### src/rtl/fetch_if.sv
// Fetch-stage bus bundle: cache line-1 request/response, execute redirect,
// and the instruction handshake toward decode.
interface fetch_if;
   logic [63:0] req_addr;
   logic        req_valid;
   logic        req_ready;
   logic [63:0] resp_data;
   logic        resp_valid;
   logic        resp_ready;
   logic        redirect_valid;
   logic [63:0] redirect_pc;
   logic        instr_valid;
   logic [31:0] instr;
   logic [63:0] instr_pc;
   logic        instr_ready;

   modport master (
      output req_addr, req_valid, resp_ready, instr_valid, instr, instr_pc,
      input  req_ready, resp_data, resp_valid, redirect_valid, redirect_pc, instr_ready
   );

   modport slave (
      input  req_addr, req_valid, resp_ready, instr_valid, instr, instr_pc,
      output req_ready, resp_data, resp_valid, redirect_valid, redirect_pc, instr_ready
   );
endinterface

### src/rtl/fetch_unit.sv
// Instruction fetch: one outstanding 8-byte read at a time, each returned word
// split into two 32-bit instructions for decode, with redirect/discard handling.
module fetch_unit #(
   parameter logic [63:0] RESET_PC = 64'h0000_0000_0000_0000
) (
   input logic     clk,
   input logic     reset,
   fetch_if.master bus
);

   typedef enum logic [1:0] {S_REQ, S_WAIT, S_DRAIN} state_e;

   state_e      state_q, state_d;
   logic [63:0] pc_q, pc_d;
   logic [63:0] word_q, word_d;
   logic        discard_q, discard_d;
   logic [63:0] redirect_aligned;

   assign redirect_aligned = bus.redirect_pc & ~64'd3;

   always_ff @(posedge clk) begin
      if (reset) begin
         state_q   <= S_REQ;
         pc_q      <= RESET_PC;
         discard_q <= 1'b0;
      end else begin
         state_q   <= state_d;
         pc_q      <= pc_d;
         discard_q <= discard_d;
      end
   end

   always_ff @(posedge clk) begin
      word_q <= word_d;
   end

   always_comb begin
      state_d         = state_q;
      pc_d            = pc_q;
      word_d          = word_q;
      discard_d       = discard_q;
      bus.req_valid   = 1'b0;
      bus.req_addr    = 64'd0;
      bus.resp_ready  = 1'b0;
      bus.instr_valid = 1'b0;
      bus.instr       = 32'd0;
      bus.instr_pc    = 64'd0;

      case (state_q)
         S_REQ: begin
            bus.req_valid = !reset;
            bus.req_addr  = reset ? 64'd0 : {pc_q[63:3], 3'b000};
            if (bus.redirect_valid) pc_d = redirect_aligned;
            // A request accepted alongside a redirect fetches the stale line.
            if (bus.req_ready) begin
               state_d   = S_WAIT;
               discard_d = bus.redirect_valid;
            end
         end
         S_WAIT: begin
            bus.resp_ready = !reset;
            if (bus.redirect_valid) pc_d = redirect_aligned;
            if (bus.resp_valid) begin
               if (discard_q || bus.redirect_valid) begin
                  discard_d = 1'b0;
                  state_d   = S_REQ;
               end else begin
                  word_d  = bus.resp_data;
                  state_d = S_DRAIN;
               end
            end else if (bus.redirect_valid) begin
               discard_d = 1'b1;
            end
         end
         S_DRAIN: begin
            if (!reset) begin
               bus.instr_valid = 1'b1;
               bus.instr_pc    = pc_q;
               bus.instr       = pc_q[2] ? word_q[63:32] : word_q[31:0];
            end
            if (bus.redirect_valid) begin
               pc_d    = redirect_aligned;
               state_d = S_REQ;
            end else if (bus.instr_ready) begin
               pc_d = pc_q + 64'd4;
               if (pc_q[2]) state_d = S_REQ;
            end
         end
         default: state_d = S_REQ;
      endcase
   end

endmodule

### src/flat_wrapper.sv
// flat-port wrapper written by rule: the top's interface ports become plain ports
module fetch_unit_flat 
#(
   parameter logic [63:0] RESET_PC = 64'h0000_0000_0000_0000
)
  (clk, reset, bus_req_addr, bus_req_valid, bus_resp_ready, bus_instr_valid, bus_instr, bus_instr_pc, bus_req_ready, bus_resp_data, bus_resp_valid, bus_redirect_valid, bus_redirect_pc, bus_instr_ready);
  fetch_if bus_i ();
  input logic clk;
  input logic reset;
  output wire logic [$bits(bus_i.req_addr)-1:0] bus_req_addr;
  output wire logic [$bits(bus_i.req_valid)-1:0] bus_req_valid;
  output wire logic [$bits(bus_i.resp_ready)-1:0] bus_resp_ready;
  output wire logic [$bits(bus_i.instr_valid)-1:0] bus_instr_valid;
  output wire logic [$bits(bus_i.instr)-1:0] bus_instr;
  output wire logic [$bits(bus_i.instr_pc)-1:0] bus_instr_pc;
  input wire logic [$bits(bus_i.req_ready)-1:0] bus_req_ready;
  input wire logic [$bits(bus_i.resp_data)-1:0] bus_resp_data;
  input wire logic [$bits(bus_i.resp_valid)-1:0] bus_resp_valid;
  input wire logic [$bits(bus_i.redirect_valid)-1:0] bus_redirect_valid;
  input wire logic [$bits(bus_i.redirect_pc)-1:0] bus_redirect_pc;
  input wire logic [$bits(bus_i.instr_ready)-1:0] bus_instr_ready;
  assign bus_req_addr = bus_i.req_addr;
  assign bus_req_valid = bus_i.req_valid;
  assign bus_resp_ready = bus_i.resp_ready;
  assign bus_instr_valid = bus_i.instr_valid;
  assign bus_instr = bus_i.instr;
  assign bus_instr_pc = bus_i.instr_pc;
  assign bus_i.req_ready = bus_req_ready;
  assign bus_i.resp_data = bus_resp_data;
  assign bus_i.resp_valid = bus_resp_valid;
  assign bus_i.redirect_valid = bus_redirect_valid;
  assign bus_i.redirect_pc = bus_redirect_pc;
  assign bus_i.instr_ready = bus_instr_ready;
  fetch_unit #(.RESET_PC(RESET_PC)) u_core (.clk(clk), .reset(reset), .bus(bus_i));
endmodule
### config.mk
export PLATFORM = sky130hd
export DESIGN_NAME = fetch_unit_flat
export DESIGN_NICKNAME = d
export VERILOG_FILES = /design/src/rtl/fetch_if.sv /design/src/rtl/fetch_unit.sv /design/src/flat_wrapper.sv
export SDC_FILE = /design/constraint.sdc
export NUM_CORES = 1
export LEC_CHECK = 0
export BUFFER_PORTS_ARGS = -buffer_cell sky130_fd_sc_hd__clkbuf_2
export CELL_PAD_IN_SITES_DETAIL_PLACEMENT = 1
export CELL_PAD_IN_SITES_GLOBAL_PLACEMENT = 1
export CORE_MARGIN = 1.5
export CORE_UTILIZATION = 32
export CTS_CLUSTER_DIAMETER = 200
export DETAILED_ROUTE_END_ITERATION = 10
export PLACE_DENSITY = 0.83
export SKIP_CTS_REPAIR_TIMING = 1
export SYNTH_ARGS = -nofsm -noshare
export SYNTH_HDL_FRONTEND = slang
export SYNTH_SLANG_ARGS = --single-unit
### constraint.sdc
create_clock -name clk -period 8.6 [get_ports clk]
set_clock_uncertainty 0.2 [all_clocks]
set_input_delay 1.29 -clock clk [delete_from_list [all_inputs] [get_ports clk]]
set_output_delay 1.29 -clock clk [all_outputs]
set_load 0.02 [all_outputs]
* After elaboration in Yosys (flattened, before gate mapping)
Index checks and enable logic that the tools add are counted.
** Storage, ports and cells
- Word-level logic and storage cells :: 52
- Register bits after elaboration :: 131
** Operators by class
- Equality and inequality tests :: 9
- Bitwise logic cells :: 1
- Muxes and demuxes :: 27
- $add $sub $neg :: 1
- Reductions and logical operators :: 10
** Operators by type and width (count)
- two-way mux 64 bit :: 7
- case mux 64 bit (2 select lines) :: 1
- two-way mux 32 bit :: 3
- adder 64 x 3 -> 64 bit (second input constant) :: 1
- two-way mux 2 bit :: 6
- two-way mux 1 bit :: 8
- AND reduction 4 bit :: 2
- != test 3 x 2 -> 1 bit (second input constant) :: 2
- != test 3 bit (second input constant) :: 2
- case mux 2 bit (3 select lines) :: 1
- AND reduction 3 bit :: 2
- != test 2 bit (second input constant) :: 2
- nonzero test 2 bit :: 2
- == test 2 x 1 -> 1 bit (second input constant) :: 1
- == test 2 bit (second input constant) :: 1
- logical NOT 2 bit :: 1
- != test 2 x 1 -> 1 bit (second input constant) :: 1
- case mux 1 bit (2 select lines) :: 1
- OR reduction 2 bit :: 1
- logical NOT 1 bit :: 1
- logical OR 1 bit :: 1
- inverter 1 bit :: 1

* Depth between registers and ports, before layout
- Depth after elaboration :: 4
- Gate-level depth with buffers :: 9
- Depth with buffers taken out :: 7

* Worst setup path after synthesis
Ideal clock, no wire load.
- Kind :: input to register
- From :: in bus_redirect_valid
- To :: reg u_core.state_q[1]
- Data required time :: 8.314 ns
- Cell stages on the path :: 2
- Buffers on the path :: 0
- Data arrival time :: 8.347 ns
- Setup slack :: -0.033 ns
- Path through :: nor4_1 o21ba_2
** Between the ends
- Word-level cells in the longest chain between the ends :: 4
- Elaborated cells between the ends (all ways) :: 8
** RTL lines
- start: declaration :: RTL line flat_wrapper.sv:19 : input wire logic [$bits(bus_i.redirect_valid)-1:0] bus_redirect_valid;
- logical OR 1 bit :: RTL line fetch_unit.sv:64 : if (discard_q || bus.redirect_valid) begin
- two-way mux 2 bit :: RTL line fetch_unit.sv:64
- two-way mux 2 bit :: RTL line fetch_unit.sv:63 : if (bus.resp_valid) begin
- case mux 2 bit (3 select lines) :: RTL line fetch_unit.sv:49 : case (state_q)
- end signal: assignment :: RTL line fetch_unit.sv:27 : state_q <= state_d;
- end: declaration :: RTL line fetch_unit.sv:13 : state_e state_q, state_d;
Parallel ways exist; a longest one is shown, timed or not. The select of a mux whose other input is x is not followed.
A chain may end at the register's enable or synchronous reset.

* Final worst setup path
- From :: in reset
- To :: out bus_instr_pc[13]
** Between the ends
- Word-level cells in the longest chain between the ends :: 2
** RTL lines
- start: declaration :: RTL line flat_wrapper.sv:9 : input logic reset;
- two-way mux 64 bit :: RTL line fetch_unit.sv:76 : if (!reset) begin
- two-way mux 64 bit :: RTL line fetch_unit.sv:49
- end: declaration :: RTL line flat_wrapper.sv:15 : output wire logic [$bits(bus_i.instr_pc)-1:0] bus_instr_pc;
No other way between the ends.

==> qor_table.md <==
| Group | Metric | Reported |
|---|---|---|
| run status | Result of the run | completed |
| logic synthesis | Share of synthesized flip-flops with an asynchronous set or reset | 0 |
| logic synthesis | Number of synthesized flops with an enable pin | 64 |
| min path | Start point of the worst hold path | u_core.discard_q |
| pwr | Peak VDD IR | 0.1111 mV |
| logic synthesis | Top cells by area, synth | edfxtp_1, dfxtp_1, and2_1 |
| global routing | First-pass GRT wire length | 43900 µm |
| clock tree | TritonCTS Buffers | 17 |
| clock tree | CTS H-tree lvls | 4 |
| sta | Final Hold Violating Endpoints | 0 |
| floorplanning | Floorplan row count | 56 |
| logic synthesis | Mapped Area | 7731 µm² |
| global routing | All-Layer GR Usage | 0.2269 |
| placed design | Global placement routability congestion | 0.8165 |
| clock tree | Latest clock arrival within the worst-skew pair | 0.43 ns |
| sta | Shortest clock period the worst path allows after layout | 5.652 ns |
| drt | DRT Pass-1 Iters | 4 |
| logic synthesis | Number of distinct library cell variants in the gate-level netlist after synthesis | 63 |
| drt | Vias/cell | 5.372 |
| worst setup path | Start point of the critical path | reset |
| pwr | Power Dens Cells | 163.2 nW/µm² |
| logic synthesis | Top cell types by occurrence after synthesis | and2_1, nor2_1, nand2_1 |
| drt | Post-detailed-route count of antenna-violating nets | 0 |
| clock tree | Clock-pin slew reported for the worst setup and hold paths after clock tree synthesis | 0.07 ns |
| global routing | Global route total overflow | 0 |
| cells and area | Number of antenna repair diodes | 0 |
| sta | Worst slew slack as a fraction of its limit | 0.4068 |
| sta | Setup repair after global routing missed its margin | false |
| sta | Pins Over Slew Limit | 0 |
| worst setup path | Worst setup SP type | input port |
| drt | Drt drc | 0 |
| logic synthesis | Post-Syn Area per Cell | 8.629 µm² |
| logic synthesis | Yosys warnings | 0 |
| logic synthesis | Post-synthesis register bit count | 129 |
| placed design | Setup slack after placement | 2.859 ns |
| worst setup path | Setup crit end kind | primary output |
| floorplanning | I/O Pins | 297 |
| placed design | Sum of net half-perimeters after detailed placement | 20060 µm |
| logic synthesis | Mapped Cells | 896 |
| cells and area | Nets | 1276 |
| floorplanning | Initial Util | 0.3274 |
| worst setup path | Critical path data required time | 7.11 ns |
| clock tree | Clock Root Buffer | clkbuf_16 |
| floorplanning | Horizontal die dimension | 158.4 µm |
| sta | Peak clock frequency supported by timing | 0.1769 GHz |
| cells and area | Proportion of layout cells with a drive suffix above 1 | 0.3085 |
| worst setup path | Worst endpoint data arrival time | 4.16 ns |
| worst setup path | End point of the critical path | bus_instr_pc[13] |
| clock tree | Buffers from clock root to sink, at most | 2 |
| worst setup path | Start of the worst register-to-register path | u_core.pc_q[3] |
| sta | Part of the cycle the worst path needs | 0.6572 |
| global routing | Antenna violations before repair | 0 |
| drt | Total Wirelength | 28260 µm |
| pwr | Total Power | 1.623 mW |
| worst setup path | Critical path start-end classification | input port to primary output |
| run | Number of max-capacitance violations reported | 0 |
| placed design | Number of input and output port buffers inserted | 289 |
| clock tree | Sink Count | 129 |
| floorplanning | Core footprint | 23610 µm² |
| pwr | Lkg Pwr | 4.090 nW |
| drt | Via count | 7913 |
| worst setup path | Max FO, Critical Path | 71 |
| floorplanning | Die Area | 25100 µm² |
| sta | Final setup vio count | 0 |
| logic synthesis | Dominant synthesized flop cell | dfxtp_1 |
| floorplanning | Vertical die dimension | 158.4 µm |
| logic synthesis | Cell type contributing the most total cell area after synthesis | edfxtp_1 |
| cells and area | Final cell utilization of the core | 0.4213 |
| drt | Per-cell routed wire length | 19.18 µm |
| logic synthesis | Most instantiated library cell after synthesis | and2_1 |
| sta | Post-Route Setup TNS | 0 ns |
| logic synthesis | Fraction of the yosys area taken by sequential cells | 0.4169 |
| sta | Setup ws final | 2.948 ns |
| worst setup path | Worst R2R End | u_core.pc_q[54] |
| drt | Iter 0 DRT Violations | 348 |
| logic synthesis | Top-area cell type share of the netlist area | 0.2486 |
| cells and area | Area Growth Syn to Fin | 28.68% |
| worst setup path | Number of cells traversed by the worst register-to-register path | 7 |
| clock tree | Clock tree from TritonCTS | yes |
| min path | Classification of the worst-slack hold path | register to register |
| global routing | Number of global-route vias before repair | 7880 |
| global routing | Largest net degree at the start of global routing | 84 |
| worst setup path | Slack of the worst reg-to-reg path | 5.49 ns |
| sta | Slew at the pin closest to its max-slew limit | 0.8898 ns |
==> layout by cell type (no fill, tap or decap), types with 11 or more instances in the layout <==
master       n
clkbuf_2   289
and2_1     127
nor2_1      84
nand2_1     78
dfxtp_1     64
edfxtp_1    64
mux2i_1     48
a21oi_1     47
o21ai_0     33
nand3_1     30
nand4_1     27
o22ai_1     19
nor3_1      18
clkbuf_16   17
a31oi_1     16
and3_1      16
nor4_1      15
a22oi_1     12
a211oi_1    11
==> area by class of cell <==
cell class | count | area [µm²]
clock buffer | 18 | 429.2
tap | 319 | 399.1
timing repair buffer | 299 | 1521
fill | 2871 | 13660
inverter | 7 | 26.28
clock inverter | 14 | 142.6
multi-input combinational | 687 | 4205
sequential | 129 | 3224
==> how the worst min path moves through the flow <==
stage / to / slack [ns] / cells after the start
finish: u_core.discard_q / 0.33 / 2
global route: u_core.discard_q / 0.39 / 2
CTS: u_core.discard_q / 0.34 / 2
detailed placement: u_core.discard_q / 0.33 / 2
global placement: u_core.discard_q / 0.32 / 2
floorplan: u_core.discard_q / 0.29 / 2
==> worst max-delay path, cell delays in order <==
cell and delay (ns):
clkbuf_2 0.08, buf_4 0.61, or3b_2 0.81, inv_1 0.52, buf_4 0.39, and2_1 0.22
clkbuf_2 0.16
==> power by group <==
| part | internal, mW | leakage, nW | switching [mW] | total (mW) |
|---|---|---|---|---|
| logic | 0.0752 | 2.71 | 0.106 | 0.181 |
| clock network | 0.407 | 0.265 | 0.321 | 0.728 |
| registers | 0.672 | 1.12 | 0.0415 | 0.713 |
==> metrics by stage <==
step	hold slack [ns]	std cells	area (µm²)
after floorplan	0.2855	900	7752
after global placement	0.3189	1441	9376
after detailed placement	0.3266	1441	9376
after CTS	0.3370	1473	9948
after global routing	0.3863	1473	9948
final	0.3343	1473	9948
==> cells by family after synthesis <==
logic type,count (synthesis),synth area share
other cells,1,0.0004850
compound gates,185,0.1544
fa+ha+maj,1,0.001618
simple gates,446,0.3151
mux,50,0.06506
buf+inv,84,0.04645
flops,129,0.4169
==> layer usage <==
metal / up-vias / track usage / part of all wire
met3: 28 / 0.04273 / 0.063
met1: 3850 / 0.2911 / 0.43
met4: 0 / 0.06676 / 0.015
met5: - / 0 / 0
li1: 3740 / - / -
met2: 295 / 0.3868 / 0.49
==> flip-flops by register name, indices dropped and copies added, names as in the netlist <==
name and flops:
u_core.word_q 64, u_core.state_q 2, u_core.discard_q 1, u_core.pc_q 62
Power figures use the tool's default switching activity.
